===== src/rtl/commit_unit.sv =====
// commit_unit: in-order retirement of the ROB head with store release, regfile write,
// taken-branch flush and the RVFI retirement order counter.
module commit_unit #(
    parameter int ROB_IDX_W = 5,
    parameter int ORDER_W   = 64
) (
    input  logic                 clk,
    input  logic                 rst,
    input  logic                 head_valid,
    input  logic                 head_done,
    input  logic [ROB_IDX_W-1:0] head_rob_idx,
    input  logic [31:0]          head_pc,
    input  logic [4:0]           head_rd_addr,
    input  logic [31:0]          head_rd_data,
    input  logic                 head_regf_we,
    input  logic                 head_is_store,
    input  logic                 head_is_branch,
    input  logic                 head_br_en,
    input  logic [31:0]          head_pc_new,
    input  logic                 st_commit_ready_i,
    output logic                 dequeue_o,
    output logic                 st_commit_valid_o,
    output logic                 regf_we_o,
    output logic [4:0]           regf_rd_o,
    output logic [31:0]          regf_data_o,
    output logic [ROB_IDX_W-1:0] regf_rob_idx_o,
    output logic                 commit_valid_o,
    output logic [31:0]          commit_pc_o,
    output logic [ORDER_W-1:0]   order_o,
    output logic                 flush_o,
    output logic [31:0]          redirect_pc_o
);
    typedef enum logic [1:0] {RUN, STORE_WAIT, FLUSH} state_e;

    state_e               state_q;
    logic [ORDER_W-1:0]   cnt_q;
    logic                 regf_we_q;
    logic [4:0]           regf_rd_q;
    logic [31:0]          regf_data_q;
    logic [ROB_IDX_W-1:0] regf_rob_idx_q;
    logic                 commit_valid_q;
    logic [31:0]          commit_pc_q;
    logic [ORDER_W-1:0]   order_q;
    logic                 flush_q;
    logic [31:0]          redirect_pc_q;

    logic retireable;
    logic mispredict;

    assign retireable = head_valid && head_done && state_q == RUN;
    assign mispredict = head_is_branch && head_br_en && !head_is_store;

    // rst gates the combinational handshake so a pending store is dropped at once
    assign st_commit_valid_o = !rst && ((retireable && head_is_store) || state_q == STORE_WAIT);
    assign dequeue_o = !rst && ((retireable && (!head_is_store || st_commit_ready_i)) ||
                                (state_q == STORE_WAIT && st_commit_ready_i));

    always_ff @(posedge clk or posedge rst) begin
        if (rst) begin
            state_q        <= RUN;
            cnt_q          <= '0;
            regf_we_q      <= 1'b0;
            regf_rd_q      <= '0;
            regf_data_q    <= '0;
            regf_rob_idx_q <= '0;
            commit_valid_q <= 1'b0;
            commit_pc_q    <= '0;
            order_q        <= '0;
            flush_q        <= 1'b0;
            redirect_pc_q  <= '0;
        end else begin
            regf_we_q      <= dequeue_o && head_regf_we && !head_is_store && head_rd_addr != 5'd0;
            regf_rd_q      <= dequeue_o ? head_rd_addr : 5'd0;
            regf_data_q    <= dequeue_o ? head_rd_data : 32'd0;
            regf_rob_idx_q <= dequeue_o ? head_rob_idx : '0;
            commit_valid_q <= dequeue_o;
            commit_pc_q    <= dequeue_o ? head_pc : 32'd0;
            order_q        <= dequeue_o ? cnt_q : '0;
            cnt_q          <= dequeue_o ? cnt_q + ORDER_W'(1) : cnt_q;
            flush_q        <= dequeue_o && mispredict;
            redirect_pc_q  <= (dequeue_o && mispredict) ? head_pc_new : 32'd0;
            // FLUSH blocks retirement for exactly the cycle flush_o is high
            state_q        <= (state_q == FLUSH)                        ? RUN :
                              (dequeue_o && mispredict)                 ? FLUSH :
                              (st_commit_valid_o && !st_commit_ready_i) ? STORE_WAIT : RUN;
        end
    end

    assign regf_we_o      = regf_we_q;
    assign regf_rd_o      = regf_rd_q;
    assign regf_data_o    = regf_data_q;
    assign regf_rob_idx_o = regf_rob_idx_q;
    assign commit_valid_o = commit_valid_q;
    assign commit_pc_o    = commit_pc_q;
    assign order_o        = order_q;
    assign flush_o        = flush_q;
    assign redirect_pc_o  = redirect_pc_q;
endmodule


===== config.mk =====
export PLATFORM = sky130hd
export DESIGN_NAME = commit_unit
export DESIGN_NICKNAME = d
export VERILOG_FILES = /design/src/rtl/commit_unit.sv
export SDC_FILE = /design/constraint.sdc
export NUM_CORES = 1
export LEC_CHECK = 0
export BUFFER_PORTS_ARGS = -buffer_cell sky130_fd_sc_hd__buf_2
export CAP_MARGIN = 15
export CORE_UTILIZATION = 40
export DETAILED_ROUTE_END_ITERATION = 8
export PLACE_DENSITY = 0.64
export SYNTH_ARGS = -nofsm -noshare
export SYNTH_HDL_FRONTEND = slang
export SYNTH_SLANG_ARGS = --single-unit
export TNS_END_PERCENT = 100

===== constraint.sdc =====
create_clock -name clk -period 7.9 [get_ports clk]
set_clock_uncertainty 0.05 [all_clocks]
set_input_delay 0 -clock clk [delete_from_list [all_inputs] [get_ports clk]]
set_output_delay 0 -clock clk [all_outputs]
set_load 0.03 [all_outputs]

== Word level (Yosys, flattened, before mapping) ==
Index checks and enable logic that the tools add are counted.
Widths: inputs -> output; s select.

* $add $sub $neg: 1
* $mul: 0
* Divide/modulo/power cells: 0
* Order comparisons: 0
* Equal/unequal tests: 2
* Shift-type cells: 0
* Multiplexer cells: 9
* Bitwise gates (word level): 0
* Reduce and logical (&&, ||, !) cells: 22

{| class="wikitable"
|+ Operators by type and width
! cell !! count
|-
| $mux 32 || 3
|-
| $add 64x1->64 const B || 1
|-
| $mux 64 || 1
|-
| $logic_and 1x1->1 || 14
|-
| $mux 5 || 2
|-
| $reduce_bool 5->1 || 1
|-
| $mux 2 || 2
|-
| $logic_not 1->1 || 3
|-
| $logic_or 1x1->1 || 3
|-
| $eq 2x1->1 const B || 1
|-
| $eq 2x2->1 const B || 1
|-
| $logic_not 2->1 || 1
|-
| $mux 1 || 1
|}

* Register bits: 239
* Bits in latches: 0
* RAM bits: 0
* Bits in read-only memories: 0
* Bits of input ports: 115
* Word-level logic and storage cells: 45
* Memories kept: 0

== Depth between registers and ports, before layout ==
* Depth in word-level cells: 9
* Mapped depth: 7

== Least setup slack after synthesis ==
No wires, ideal clock.

* Path type: register to register
* Start: reg state_q[0]
* End: reg cnt_q[0]
* Setup time: 0.154 ns
* Data arrival time: 1.820 ns
* Required time: 7.696 ns
* Slack: 5.875 ns
* Stages on the path, launching flop included: 6
* Buffers on the path: 2
* Period minus slack after synthesis: 2.025 ns
* Path through: dfrtp_1 -> o21ba_1 -> nor4_4 -> clkbuf_1 -> clkbuf_1 -> xor2_1

* Longest elaborated chain between the ends: 5

{| class="wikitable"
|+ RTL lines
! element !! line !! text
|-
| start: declaration || 35 || <nowiki>state_e state_q;</nowiki>
|-
| start signal: assignment || 83 || <nowiki>state_q <= (state_q == FLUSH) ? RUN :</nowiki>
|-
| $logic_not 2->1 || 50 || <nowiki>assign retireable = head_valid && head_done && state_q == RUN;</nowiki>
|-
| $logic_and 1x1->1 || 50 ||
|-
| $logic_and 1x1->1 || 55 || <nowiki>assign dequeue_o = !rst && ((retireable && (!head_is_store || st_commit_ready_i)) ||</nowiki>
|-
| $logic_or 1x1->1 * || 55 ||
|-
| $logic_and 1x1->1 * || 55 ||
|-
| named net dequeue_o || 21 || <nowiki>output logic dequeue_o,</nowiki>
|-
| end signal: assignment || 79 || <nowiki>cnt_q <= dequeue_o ? cnt_q + ORDER_W'(1) : cnt_q;</nowiki>
|-
| end: declaration || 36 || <nowiki>logic [ORDER_W-1:0] cnt_q;</nowiki>
|}

Mark *: on every way through the listed nets, which the timed path passes. The rest lies on a longest branch.
A chain may end at the register's enable or synchronous reset.

== Worst setup path after layout ==
* Start: reg state_q[0]
* End: reg regf_we_q (netlist: regf_we_o)

* Longest elaborated chain between the ends: 8

{| class="wikitable"
|+ RTL lines
! element !! line !! text
|-
| $logic_not 2->1 || 50 ||
|-
| $logic_and 1x1->1 || 50 ||
|-
| $logic_and 1x1->1 || 55 ||
|-
| $logic_or 1x1->1 * || 55 ||
|-
| $logic_and 1x1->1 * || 55 ||
|-
| $logic_and 1x1->1 * (3 in series) || 72 || <nowiki>regf_we_q <= dequeue_o && head_regf_we && !head_is_store && head_rd_addr != 5'd0;</nowiki>
|-
| end signal: assignment || 62 || <nowiki>regf_we_q <= 1'b0;</nowiki>
|-
| end signal: assignment || 72 ||
|-
| end: declaration || 37 || <nowiki>logic regf_we_q;</nowiki>
|}

Every way passes the cells marked *; elsewhere a longest branch is shown, timed or not.

==> key figures <==
Drt
  – ANT nets after route: 0
  – Routed wire per std cell: 15.09 microns
  – Vias: 6195
  – Final wirelength: 20400 microns
  – DR vias/cell: 4.582
  – Iter 0 DRT Violations: 295
  – Pre-Repair DR Iteration Count: 4
  – DRC violations left: 0

Global route
  – Vias in the first global route: 6378
  – Antenna violations before repair: 0
  – Pin count of the biggest net entering global routing: 134
  – Grt ovf: 0
  – GRT Overall Usage: 18.55%
  – First-pass GRT wire length: 32460 microns

Synth
  – Mapped Area: 8626 sq um
  – Simple-gate area share of the yosys netlist: 21.90%
  – Synth Area in Compound Gates: 0.3046%
  – Ys async rst share: 100.0%
  – Yosys warns: 0
  – Post-synthesis adder-cell area fraction: 0.1451%
  – Seq cells post-synth: 239
  – Sequential fraction of the synthesis area: 69.34%
  – Synth Flop Type: dfrtp_1
  – Xor-xnor portion of the synthesized cell area: 6.397%
  – Main combinational cell family by area after synthesis: simple AND/OR/NAND/NOR gates
  – Syn avg cell area: 13.15 sq um
  – Mapped Cells: 656
  – Post-synth net total: 772
  – Mux cell area share after synthesis: 0.1305%
  – Unique cell type count in the Yosys netlist: 32
  – EDFF count, synth: 0

Clocking
  – Num CTS Buffers: 26
  – Post-CTS Setup Inserts: 0
  – Longest Clk Path Bufs: 3
  – Post_cts resized: 0
  – Root Buffer: clkbuf_16
  – H-tree depth: 1
  – CTS tree: done
  – Clock Sinks: 239
  – Worst-path clk slew: 60 ps
  – Hold Buf Count CTS: 113
  – Clock Latency Late Sink: 520 ps

Floorplanning
  – # rows: 53
  – Total core area: 21090 sq um
  – Die Wd: 148.9 microns
  – Ports: 290
  – Initial Utilization: 40.90%
  – Die Area: 22160 sq um
  – Die span in y: 148.9 microns

Layout
  – Final nets: 1181
  – Proportion of layout cells with a drive suffix above 1: 32.03%
  – Area Growth Syn to Fin: 42.83%
  – Final Cell Area: 12320 sq um
  – Footprint of the multi-input gates: 2491 sq um
  – Fill cells: 1714
  – Sequential Area: 5981 sq um
  – N_diodes: 0
  – Post-Layout Cell Count: 1352

STA
  – Hold Vio Cnt, Final: 0
  – Slew headroom: 31.07%
  – Slew Limit Fails: 0
  – Setup TNS: 0 ps
  – Fin crit share: 37.31%
  – Worst slew pin tran: 1034 ps
  – FMAX: 0.3393 GHz
  – Setup violators final: 0
  – Unrepaired setup endpoints after global routing: no
  – Fin worst setup slack: 4953 ps
  – Tmin final: 2947 ps

Worst hold path
  – Worst hold path class: input port to asynchronous set/reset pin

Critical path
  – CP startpoint: state_q[0]
  – CP arrival: 3340 ps
  – CP max stage delay: 820 ps
  – Kind of end point of the critical path: flop
  – Worst EP required: 8290 ps
  – Crit path max-delay cell type: buf_4
  – Critical Path Start Type: flop
  – Worst path most repeated cell: buf_4
  – Worst path cell trace: o21ba_1 -> nor4_4 -> buf_4 -> buf_4 -> nor3b_1 -> dlygate4sd3_1
  – Worst flop-to-flop path startpoint: state_q[0]
  – Crit-path max FO: 133
  – WS Path Type: flop to flop

Placed design
  – Pre-CTS setup slack: 5050 ps
  – Placed instance area: 10350 sq um
  – Final RePlAce weighted congestion: 0.7650
  – DP Cell Count: 1199
  – Dpl hpwl: 12650 microns
  – Port buffer count: 289

Power
  – Psw: 0.5704 mW
  – Pleak: 6.726 nW
  – VDD IR-drop max: 127.9 uV
  – Power Dens Cells: 213.3 nW/um^2
  – Combinational Power Share: 6.8%
  – Clk pwr share: 45.0%
  – Total Power: 2.628 mW
  – Register share of total power: 48.2%
  – Switching fraction of total power: 21.70%
  – Internal: 2.058 mW

Job
  – Max cap viols: 0

Outcome
  – Status: finished, final reports clean
sequential cells by signal (all words and copies together), names as in the netlist, 2 cells and up:
name / count
redirect_pc_o: 32
order_o: 64
regf_data_o: 32
regf_rd_o: 5
cnt_q: 64
regf_rob_idx_o: 5
commit_pc_o: 32
state_q: 2
power groups by stage:
stage,clock network (mW),registers [mW],logic (mW)
after detailed placement,0,1.29,0.139
after floorplan,0,1.31,0.0498
final,1.18,1.27,0.179
after CTS,1.22,1.26,0.182
after global routing,1.27,1.27,0.198
after global placement,0,1.29,0.137
metrics by stage:
step | utilization, % | hold slack [ps]
after detailed placement | 49.09 | 123.4
after CTS | 58.43 | 136.9
final | 58.43 | 114.0
after floorplan | - | 19.82
after global routing | 58.43 | 169.4
after global placement | 49.09 | 122.8
final cells by class:
cell class,count,share of cell area (%)
clock inverters,6,0.6906
flip-flops and latches,239,48.54
well taps,275,2.793
repair buffers,406,21.16
inverters,14,0.4875
multi-input cells,378,20.22
clock buffers,34,6.103
final timing paths:
check / to / depth (start not counted) / slack [ps]
worst max-delay path: regf_we_o / 6 / 4950
worst min-delay path: state_q[1] / 3 / 110
worst max register to register: regf_we_o / 6 / 4950
worst min register to register: cnt_q[63] / 1 / 420
max in group asynchronous: cnt_q[57] / 4 / 6240
min in group clk: redirect_pc_o[6] / 3 / 160
cells by family after synthesis:
logic type / Yosys count
AND/OR/NAND/NOR: 309
adder cells (fa/ha/maj): 1
buffers and inverters: 39
multiplexers: 1
XOR/XNOR: 63
AO/OA/AOI/OAI: 4
flip-flops: 239
worst max-delay path: cells and delay by family, from the launching register on:
kind | cells | cell delay [ps]
flip-flops | 1 | 380
AND/OR/NAND/NOR | 2 | 480
buffers and inverters | 3 | 1670
AO/OA/AOI/OAI | 1 | 210
cell usage after synthesis, drive strengths merged, types with 2 or more instances:
master  instances  area share, %
and4            5           0.51
nand2          22           0.96
xnor2          31            3.1
xor2           32            3.2
dfrtp         239             69
and2          173             13
nor2           17           0.74
nor4           18            2.1
nor3           20            1.2
and3            4           0.29
clkbuf         20           0.87
buf             5           0.30
and4b           2           0.23
nand3          28            1.7
nand4          17            1.4
inv            14           0.61
placed cells by master, fill, tap and decap left out, types with 17 or more instances in the layout:
| cell type | count |
|---|---|
| and2_1 | 172 |
| buf_2 | 289 |
| clkbuf_16 | 27 |
| dfrtp_1 | 239 |
| dlygate4sd3_1 | 113 |
| nand2_1 | 22 |
| nand3_1 | 26 |
| nor2_1 | 17 |
| nor3_1 | 20 |
| xnor2_1 | 31 |
| xor2_1 | 32 |
layer usage:
layer	part of all wire [%]	GRT usage, %	up-vias	routed length [microns]
met4	1.9	5.000	0	392
met2	50	32.41	208	10190
met5	0	0	-	0
li1	-	-	2925	-
met1	41	23.19	3030	8293
met3	7.5	4.037	32	1532
Power figures use the tool's default switching activity.
